===== src/rtl/jk_cnt_pkg.sv =====
// Shared JK command encoding and steering helpers for the jk_mod_counter bit cells.
// Commands are packed as {J, K} so a cell can take cmd[1] as J and cmd[0] as K.
package jk_cnt_pkg;

    localparam logic [1:0] JK_HOLD = 2'b00;
    localparam logic [1:0] JK_RST  = 2'b01;
    localparam logic [1:0] JK_SET  = 2'b10;
    localparam logic [1:0] JK_TGL  = 2'b11;

    typedef enum logic [1:0] {
        MODE_HOLD,
        MODE_LOAD,
        MODE_COUNT
    } cnt_mode_e;

    // Counting only ever toggles or holds a bit; set/reset is reserved for loads.
    function automatic logic [1:0] jk_cmd(input logic cur, input logic nxt);
        return (cur ^ nxt) ? JK_TGL : JK_HOLD;
    endfunction

    function automatic logic [1:0] jk_load_cmd(input logic val);
        return val ? JK_SET : JK_RST;
    endfunction

endpackage


===== src/rtl/jk_bit_cell.sv =====
// Single JK flip-flop storage cell with asynchronous active-high reset to q=0.
module jk_bit_cell
    import jk_cnt_pkg::*;
(
    input  logic clk,
    input  logic rst,
    input  logic j,
    input  logic k,
    output logic q,
    output logic q_bar
);

    logic q_q;
    logic q_d;

    always_comb begin
        // NOTE: default assignment first so every path drives q_d and no latch is inferred.
        q_d = q_q;
        case ({j, k})
            JK_RST:  q_d = 1'b0;
            JK_SET:  q_d = 1'b1;
            JK_TGL:  q_d = ~q_q;
            default: q_d = q_q;
        endcase
    end

    always_ff @(posedge clk or posedge rst) begin
        // NOTE: non-blocking assignment keeps all flops updating from pre-edge values.
        if (rst) q_q <= 1'b0;
        else     q_q <= q_d;
    end

    assign q     = q_q;
    assign q_bar = ~q_q;

endmodule


===== src/rtl/jk_mod_counter.sv =====
// Loadable up/down modulo-MOD counter built from WIDTH JK bit cells.
// Define JK_MOD_COUNTER_SATURATE_EN to hold at the limits instead of wrapping.
module jk_mod_counter
    import jk_cnt_pkg::*;
#(
    parameter int WIDTH = 4,
    parameter int MOD   = 10
) (
    input  logic             clk,
    input  logic             rst,
    input  logic             en,
    input  logic             up,
    input  logic             load,
    input  logic [WIDTH-1:0] load_val,
    output logic [WIDTH-1:0] count,
    output logic [WIDTH-1:0] count_n,
    output logic             tc,
    output logic             load_err
);

    localparam logic [WIDTH:0]   MOD_EXT = (WIDTH+1)'(MOD);
    localparam logic [WIDTH-1:0] CNT_MAX = (WIDTH)'(MOD - 1);

    logic [WIDTH:0]        cnt_ext;
    logic [WIDTH:0]        next_ext;
    logic                  at_max;
    logic                  at_zero;
    logic                  load_ok;
    cnt_mode_e             mode;
    logic [WIDTH-1:0][1:0] cell_cmd;
    logic                  load_err_q;
    logic                  load_err_d;
    logic                  unused_carry;

    assign cnt_ext = {1'b0, count};
    assign at_max  = (count == CNT_MAX);
    assign at_zero = (count == '0);
    assign load_ok = ({1'b0, load_val} < MOD_EXT);

    // Extra top bit absorbs the increment carry; only the low WIDTH bits steer cells.
    always_comb begin
        next_ext = cnt_ext;
        if (up) begin
            if (at_max) begin
`ifdef JK_MOD_COUNTER_SATURATE_EN
                next_ext = cnt_ext;
`else
                next_ext = '0;
`endif
            end else begin
                next_ext = cnt_ext + (WIDTH+1)'(1);
            end
        end else begin
            if (at_zero) begin
`ifdef JK_MOD_COUNTER_SATURATE_EN
                next_ext = cnt_ext;
`else
                next_ext = {1'b0, CNT_MAX};
`endif
            end else begin
                next_ext = cnt_ext - (WIDTH+1)'(1);
            end
        end
    end

    assign unused_carry = next_ext[WIDTH];

    // A rejected load wins over en and freezes every cell.
    always_comb begin
        mode = MODE_HOLD;
        if (load) begin
            mode = load_ok ? MODE_LOAD : MODE_HOLD;
        end else if (en) begin
            mode = MODE_COUNT;
        end
    end

    always_comb begin
        for (int i = 0; i < WIDTH; i++) begin
            cell_cmd[i] = JK_HOLD;
            case (mode)
                MODE_LOAD:  cell_cmd[i] = jk_load_cmd(load_val[i]);
                MODE_COUNT: cell_cmd[i] = jk_cmd(count[i], next_ext[i]);
                default:    cell_cmd[i] = JK_HOLD;
            endcase
        end
    end

    for (genvar i = 0; i < WIDTH; i++) begin : g_cell
        jk_bit_cell u_cell (
            .clk   (clk),
            .rst   (rst),
            .j     (cell_cmd[i][1]),
            .k     (cell_cmd[i][0]),
            .q     (count[i]),
            .q_bar (count_n[i])
        );
    end

    assign tc = en & ~load & (up ? at_max : at_zero);

    assign load_err_d = load & ~load_ok;

    always_ff @(posedge clk or posedge rst) begin
        if (rst) load_err_q <= 1'b0;
        else     load_err_q <= load_err_d;
    end

    assign load_err = load_err_q;

endmodule


===== config.mk =====
export PLATFORM = sky130hd
export DESIGN_NAME = jk_mod_counter
export DESIGN_NICKNAME = d
export VERILOG_FILES = /design/src/rtl/jk_cnt_pkg.sv /design/src/rtl/jk_bit_cell.sv /design/src/rtl/jk_mod_counter.sv
export SDC_FILE = /design/constraint.sdc
export NUM_CORES = 1
export LEC_CHECK = 0
export ABC_AREA = 1
export CORE_AREA = 2 2 39 41
export CTS_BUF_LIST = sky130_fd_sc_hd__clkbuf_8
export CTS_CLUSTER_SIZE = 40
export DETAILED_ROUTE_END_ITERATION = 10
export DIE_AREA = 0 0 41 43
export PLACE_DENSITY = 0.69
export SYNTH_ARGS = -nofsm -noshare
export SYNTH_HDL_FRONTEND = slang
export SYNTH_SLANG_ARGS = --single-unit

===== constraint.sdc =====
create_clock -name clk -period 1.05 [get_ports clk]
set_input_delay 0.21 -clock clk [delete_from_list [all_inputs] [get_ports clk]]
set_output_delay 0.21 -clock clk [all_outputs]
set_load 0.05 [all_outputs]

Word level (Yosys, flattened, before mapping)
Cells that the tools add are included.
{"block": "word_totals", "reg_bits": 5, "in_bits": 9, "output_inout_bits": 10}
{"block": "classes", "addsub": 2, "n_lt_le_gt_ge": 1, "n_eq_ne": 15, "mux": 23, "n_bitwise": 13, "reduce_logical": 5}
{"op": "$mux W2", "count": 10}
{"op": "$eq A2 B2 Y1 const B", "count": 9}
{"op": "$pmux W2 S2", "count": 4}
{"op": "$mux W4", "count": 3}
{"op": "$pmux W1 S3", "count": 4}
{"op": "$reduce_bool A3 Y1", "count": 4}
{"op": "$eq A2 B1 Y1 const B", "count": 5}
{"op": "$not A1 Y1", "count": 6}
{"op": "$add A4 B1 Y4 const B", "count": 1}
{"op": "$eq A4 B4 Y1 const B", "count": 1}
{"op": "$logic_not A4 Y1", "count": 1}
{"op": "$lt A4 B4 Y1 const B", "count": 1}
{"op": "$sub A4 B1 Y4 const B", "count": 1}
{"op": "$xor A1 B1 Y1", "count": 4}
{"op": "$and A1 B1 Y1", "count": 3}
{"op": "$mux W1", "count": 2}

Longest topological paths before layout
Gate-level depths: netlist (run 1).
{"block": "depth", "word_depth": 8, "depth_mapped": 8, "mapped_depth_nobuf": 8}

Cells and area by module
From an unflattened synthesis (run 1), not the netlist that was laid out.
{"block": "unflattened", "cells_unflattened": 91, "hier_area_um2": 510.5}
{"mod": "jk_mod_counter", "instances": 1, "cells_per_inst": 63, "area_per_inst_um2": 300.3, "seq_area_each_um2": 25.0}
{"mod": "jk_bit_cell", "instances": 4, "cells_per_inst": 7, "area_per_inst_um2": 52.6, "seq_area_each_um2": 25.0}

Worst setup path after synthesis (run 1)
Ideal clock, no wire load.
{"block": "synth_path", "path_kind": "flip-flop to output port", "startpoint": "reg g_cell[2].u_cell.q_q", "endpoint": "out tc", "arrival_time_ns": 1.306, "required_time_ns": 0.840, "path_slack_ns": -0.466, "stages_incl_launch_ff": 5, "n_path_buf": 0, "path_cell_list": "dfrtp_1 > inv_2 > nand4_1 > or2_1 > a21oi_2"}
{"block": "synth_between", "elab_chain_cells": 3, "word_cells_on_any_way": 4, "classes_between": "eq/ne: 1; mux: 1; bitwise: 1; reduce/logical: 1"}
{"item": "start, declared", "line_no": "jk_bit_cell.sv:13", "rtl": "logic q_q;"}
{"item": "start signal, assigned", "line_no": "jk_bit_cell.sv:30", "rtl": "else q_q <= q_d;"}
{"item": "$eq A4 B4 Y1 / $logic_not A4 Y1 (equally long branches)", "line_no": "jk_mod_counter.sv:36, jk_mod_counter.sv:37"}
{"item": "$mux W1 (*)", "line_no": "jk_mod_counter.sv:100", "rtl": "assign tc = en & ~load & (up ? at_max : at_zero);"}
{"item": "$and A1 B1 Y1 (*)", "line_no": "jk_mod_counter.sv:100"}
{"item": "end, declared", "line_no": "jk_mod_counter.sv:17", "rtl": "output logic tc,"}
Every way passes the cells marked *; elsewhere a longest branch is shown, timed or not.

Worst setup path after layout (run 1)
Ends and elaborated chain as after synthesis.

==> metrics.csv, run 1 <==
stage,metric,value,unit
sta,maxSlewViolCount,0,
clock_tree,clk_path_buf_depth,2,
global_routing,grt_pass1_wl,2304,um
placed_design,dpl.hpwl,920.9,um
final_layout,antenna_cells,0,
placed_design,place_congestion,0.8161,
sta,rsz0062_at_grt,yes,
logic_synthesis,synth_compound_area_frac,0.07692,
sta,fmaxAchievable,0.6304,GHz
logic_synthesis,syn-num-nets,76,
floorplan,die_y,43,um
sta,setup_ws,-0.5362,ns
drt,wl,1497,um
logic_synthesis,synth_area,455.4,um^2
sta,period_needed,1.586,ns
clock_tree,cts_tree,done,
global_routing,grt_overflow,0,
job,maxCapViolCount,0,
worst_setup_path,worst_path_max_delay_cell,dfrtp_1,
floorplan,core_area,1384,um^2
final_layout,nets,116,
drt,drt_iter0_markers,8,
logic_synthesis,ys.warnings.count,0,
worst_setup_path,cp-start-kind,flip-flop,
final_layout,drive_gt1_frac,0.5755,
final_layout,areaGrowthSynthToFinish,121.4,%
global_routing,first_global_vias,569,
drt,drcViolationCount,0,
worst_setup_path,critPathTopFamily,simple AND/OR/NAND/NOR gates,
sta,fin_tns_setup,-2.657,ns
worst_setup_path,crit_path_end_kind,primary output,
logic_synthesis,synth_cell_types,17,
logic_synthesis,postSynthCellCount,67,
drt,postRouteAntennaNets,0,
logic_synthesis,synth_seq_area_share,0.2747,
drt,via_count,596,
worst_setup_path,worstPathMaxFanout,2,
logic_synthesis,synth_seq_cells,5,
logic_synthesis,synthArstFlopShare,1.000,
drt,wl_per_cell,12.27,um
clock_tree,cts_max_level,1,
worst_setup_path,worstPathCellList,inv_2 -> nand4_1 -> or2_4 -> a21oi_4 -> buf_12,
worst_setup_path,critPathArrivalTime,1.38,ns
final_layout,final_cells,122,
hold_path,hp-class,in2async,
sta,relSlewSlack,0.8679,
logic_synthesis,synth_flop_cell,dfrtp_1,
logic_synthesis,synth-simple-area-share,0.4203,
global_routing,grt_use_total,0.1941,
logic_synthesis,synth_edf_count,0,
power,p_per_area,1812,nW/um^2
global_routing,grt_max_degree,7,
worst_setup_path,cp.required,0.84,ns
logic_synthesis,yosysTopAreaCell,dfrtp_1,
floorplan,initial_core_util,0.3291,
drt,drt_first_pass_iters,4,
worst_setup_path,slowest_delay,0.39,ns
placed_design,io_buffers,18,
global_routing,antenna_found_initial,0,
worst_setup_path,cp_num_buf_inv,2,
clock_tree,root_buffer,clkbuf_8,
clock_tree,clk_pin_slew,0.04,ns
clock_tree,cts_hold_buf,0,
worst_setup_path,cp-startpoint,g_cell[2].u_cell.q$_DFFE_PP0P_,
floorplan,die_x,41,um
clock_tree,cts_buffers,3,
worst_setup_path,path_class,reg2out,
sta,setup_viol,12,
outcome,outcome,"finished, violations left",
logic_synthesis,synth-xor-area-share,0,
logic_synthesis,synth-adder-area-share,0,
logic_synthesis,synth_top_area_frac,0.2747,
floorplan,rows,14,
power,p_leak,0.5169,nW
sta,worstMarginPinSlew,0.1982,ns
drt,via_per_inst,4.885,
floorplan,dieArea,1763,um^2
worst_setup_path,reg2reg_from,g_cell[0].u_cell.q$_DFFE_PP0P_,
power,ir_drop,0.001451,V
clock_tree,insertion_delay,0.22,ns
clock_tree,clock_sinks,5,
placed_design,dp.cells,110,
sta,whs,0.1881,ns
outcome,violations,setup timing,
logic_synthesis,synth_top_family_by_area,simple AND/OR/NAND/NOR gates,
floorplan,ios,19,
logic_synthesis,synth_most_common_cell,nand2_1,
sta,final_hold_viol_count,0,
logic_synthesis,synth.avg_cell_area,6.798,um^2
logic_synthesis,synth_common_cells,"nand2_1, nand3_1, buf_4, dfrtp_1, inv_1",
logic_synthesis,synthTopCellsByArea,"dfrtp_1, nand2_1, buf_4, nand3_1, nand2_2",
sta,skew,0.003132,ns
sta,final.period_utilization,1.511,
logic_synthesis,muxShareOfSynthArea,0,
-- repair_timing --
item / 4_1_cts / 5_1_grt
pin swaps: 5 / 7
setup endpoints to repair: 13 / 13
resized for setup: 17 / 10
setup buffers: 6 / 4
-- flip-flops by register name (all words and copies together), names as in the netlist --
name / count
g_cell.u_cell.q: 4
load_err: 1
-- layer usage --
metal / up-vias / routed length (um) / global-route usage
met2: 25 / 852 / 0.3313
met4: 0 / 51 / 0.08667
met3: 7 / 60 / 0.01571
li1: 293 / - / -
met1: 271 / 533 / 0.2303
met5: - / 0 / 0
-- where the power goes --
part	internal (W)	total [W]	switching (W)
Clock	0.000255	0.000355	0.0000995
Combinational	0.000615	0.00121	0.000599
Sequential	0.000228	0.000259	0.0000310
Total	0.00110	0.00183	0.000729
-- cells in the final DEF (no fill, tap or decap), drive strengths merged, types with 3 or more instances in the layout --
cell	Yosys	layout
buf	8	35
nand2	21	21
nand3	11	11
inv	7	7
dfrtp	5	5
clkdlybuf4s50	0	4
nor2	4	4
nand4	3	3
clkbuf	0	3
a21oi	3	3
-- per-stage QoR --
step	setup slack [ns]	utilization	cell area, um^2	power [W]
after global routing	-0.5854	0.7288	1008	0.001917
final	-0.5362	0.7288	1008	0.001827
after floorplan	-0.3236	-	462.9	0.0007996
after CTS	-0.5026	0.6908	955.9	0.001725
after detailed placement	-0.5886	0.6004	830.8	0.001251
after global placement	-0.5708	0.6004	830.8	0.001241
-- final cells by class --
class,instances,area (um^2)
Multi-Input combinational cell,46,270.3
Timing Repair Buffer,43,500.5
Clock buffer,3,41.29
Fill cell,109,375.4
Clock inverter,1,5.005
Sequential cell,5,125.1
Tap cell,16,20.02
Inverter,8,46.29
-- cell families after synthesis --
| family | Yosys count |
|---|---|
| simple gates | 41 |
| buf+inv | 16 |
| flops | 5 |
| compound gates | 5 |
-- path summary, 6_finish.rpt --
kind | cells past startpoint | to | slack [ns]
setup / recovery | 5 | tc | -0.54
setup reg to reg | 9 | g_cell[1].u_cell.q$_DFFE_PP0P_ | -0.28
hold reg to reg | 3 | g_cell[0].u_cell.q$_DFFE_PP0P_ | 0.81
hold / removal | 2 | load_err$_DFF_PP0_ | 0.19
min in group clk | 4 | load_err$_DFF_PP0_ | 0.39
max in group asynchronous | 2 | g_cell[0].u_cell.q$_DFFE_PP0P_ | 0.69
No activity file was read; power rests on OpenSTA's default activity.
==> run 2, diff against run 1 <==
--- a/config.mk
+++ b/config.mk
@@ -6,11 +6,11 @@
 export NUM_CORES = 1
 export LEC_CHECK = 0
 export ABC_AREA = 1
-export CORE_AREA = 2 2 39 41
+export CORE_AREA = 5 5 42 44
 export CTS_BUF_LIST = sky130_fd_sc_hd__clkbuf_8
 export CTS_CLUSTER_SIZE = 40
 export DETAILED_ROUTE_END_ITERATION = 10
-export DIE_AREA = 0 0 41 43
+export DIE_AREA = 0 0 47 49
 export PLACE_DENSITY = 0.69
 export SYNTH_ARGS = -nofsm -noshare
 export SYNTH_HDL_FRONTEND = slang
==> run 2 against run 1 <==
  * The flow still finishes with violations (setup timing)
  * Clock power shrank 5%
  * First-iteration DRC count grew 13%
  * Sequential power is essentially flat
  * Via count shrank 1.3%
  * Hold slack lost 0.0058 ns
  * Maximum frequency grew 1.4%
  * Largest power group unchanged
  * Highest routed layer unchanged
==> metrics.csv, run 2 (synthesized netlist as in run 1, its figures left out) <==
stage,metric,value,unit
clock_tree,cts_tree,done,
drt,wl_per_cell,12.43,um
final_layout,seqCellArea,125.1,um^2
worst_setup_path,reg2reg_to,g_cell[3].u_cell.q$_DFFE_PP0P_,
drt,drt_first_pass_iters,4,
placed_design,place_congestion,0.7546,
global_routing,grt_use_total,0.1469,
floorplan,core_area,1401,um^2
sta,skew,0.001663,ns
global_routing,grtUsageMet2,0.2149,
placed_design,placed_cell_area,830.8,um^2
global_routing,grt_use_met3,0.04797,
clock_tree,cts_hold_buf,0,
final_layout,nets,118,
global_routing,grt_overflow,0,
outcome,violations,setup timing,
final_layout,multi_input_comb_area,292.8,um^2
sta,final.period_utilization,1.489,
placed_design,dpl.hpwl,969.1,um
worst_setup_path,reg2reg_from,g_cell[0].u_cell.q$_DFFE_PP0P_,
outcome,outcome,"finished, violations left",
job,maxCapViolCount,0,
final_layout,drive_gt1_frac,0.6019,
final_layout,final_area,1055,um^2
clock_tree,cts_buffers,3,
final_layout,largest_register_ffs,4,
final_layout,antenna_cells,0,
final_layout,layout_common_cells,"buf_4, nand2_1, buf_12",
drt,postRouteAntennaNets,0,
drt,drcViolationCount,0,
sta,period_needed,1.564,ns
floorplan,rows,14,
sta,final_hold_viol_count,0,
final_layout,final_common_cell,buf_4,
global_routing,grt_pass1_wl,2373,um
drt,wl,1541,um
sta,worstMarginPinSlew,0.1919,ns
sta,setup_ws,-0.5137,ns
sta,fmaxAchievable,0.6395,GHz
power,power.total,0.001888,W
worst_setup_path,cp.required,0.84,ns
hold_path,hp-class,in2async,
sta,rsz0062_at_grt,yes,
clock_tree,clk_pin_slew,0.03,ns
worst_setup_path,worst_path_max_delay_cell,dfrtp_1,
global_routing,antenna_found_initial,0,
placed_design,io_buffers,18,
clock_tree,insertion_delay,0.22,ns
floorplan,die_x,47,um
floorplan,die_y,49,um
worst_setup_path,critPathArrivalTime,1.35,ns
sta,setup_viol,13,
global_routing,grt_max_degree,7,
drt,via_count,588,
sta,maxSlewViolCount,0,
worst_setup_path,reg2reg_depth,9,
clock_tree,clk_path_buf_depth,2,
worst_setup_path,r2r_slack,-0.28,ns
clock_tree,cts_max_level,1,
final_layout,areaGrowthSynthToFinish,131.6,%
floorplan,initial_core_util,0.3250,
worst_setup_path,crit_path_end_kind,primary output,
worst_setup_path,cp-start-kind,flip-flop,
drt,drt_iter0_markers,9,
power,p_per_area,1790,nW/um^2
worst_setup_path,path_class,reg2out,
worst_setup_path,cp_num_buf_inv,1,
power,p_leak,0.5186,nW
worst_setup_path,worstPathCellList,nand4_1 -> or2_4 -> a21oi_4 -> buf_12,
global_routing,busiest_layer,met2,
floorplan,ios,19,
floorplan,dieArea,2303,um^2
final_layout,fill_cells,106,
worst_setup_path,critPathTopFamily,flip-flops,
worst_setup_path,worstPathMaxFanout,3,
clock_tree,clock_sinks,5,
sta,relSlewSlack,0.8721,
global_routing,first_global_vias,574,
clock_tree,root_buffer,clkbuf_8,
drt,via_per_inst,4.742,
power,ir_drop,0.001294,V
global_routing,grt_use_met1,0.1796,
worst_setup_path,slowest_delay,0.43,ns
## run 2: cell count changes in the layout (fill, tap and decap cells not counted), moves of 2 or more
| cell | change |
|---|---|
| dlymetal6s2s_1 | -2 |
| nor2_2 | -2 |
| nor2_4 | +2 |
| clkdlybuf4s50_1 | +3 |
| nand2_1 | -3 |
| nand2_2 | +2 |
## run 2: cell type report
| class | count | share of cell area |
|---|---|---|
| repair buffers | 45 | 0.4958 |
| multi-input cells | 46 | 0.2776 |
| flip-flops and latches | 5 | 0.1186 |
| inverters | 8 | 0.04626 |
| clock buffers | 3 | 0.03915 |
| well taps | 16 | 0.01898 |
| clock inverters | 1 | 0.003559 |
## run 2: timing repair
| action | CTS | global route |
|---|---|---|
| setup endpoints to repair | 12 | 13 |
| setup buffers | 8 | 6 |
| resized for setup | 23 | 14 |
| endpoints found under the hold margin | 0 | 0 |
| pin swaps | 4 | 12 |
## run 2: per-stage QoR
stage,cells,TNS (ns),setup slack [ns],hold WS [ns],util
2_1_floorplan,67,-0.3384,-0.3236,-0.01148,-
3_3_place_gp,110,-1.824,-0.5648,0.4127,0.5929
3_5_place_dp,110,-1.955,-0.5802,0.4195,0.5929
4_1_cts,121,-2.686,-0.5036,0.1844,0.7161
5_1_grt,124,-3.336,-0.5717,0.1973,0.7527
6_report,124,-2.762,-0.5137,0.1823,0.7527
## run 2: where the power goes
| group | switching (W) | internal [W] |
|---|---|---|
| Clock | 0.0000882 | 0.000250 |
| Combinational | 0.000634 | 0.000653 |
| Sequential | 0.0000337 | 0.000228 |
| Total | 0.000756 | 0.00113 |
## run 2: layer usage
layer,routed length (um),part of all wire
met1,635,0.41
met2,717,0.47
met3,114,0.074
met4,74,0.048
met5,0,0
## run 2: worst max path at each step
stage,start,endpoint,slack (ns),cells past startpoint
floorplan,g_cell[2].u_cell.q$_DFFE_PP0P_,tc,-0.32,4
global placement,up,tc,-0.56,5
detailed placement,up,tc,-0.58,5
CTS,g_cell[2].u_cell.q$_DFFE_PP0P_,tc,-0.50,5
global route,g_cell[1].u_cell.q$_DFFE_PP0P_,tc,-0.57,5
finish,g_cell[3].u_cell.q$_DFFE_PP0P_,tc,-0.51,4
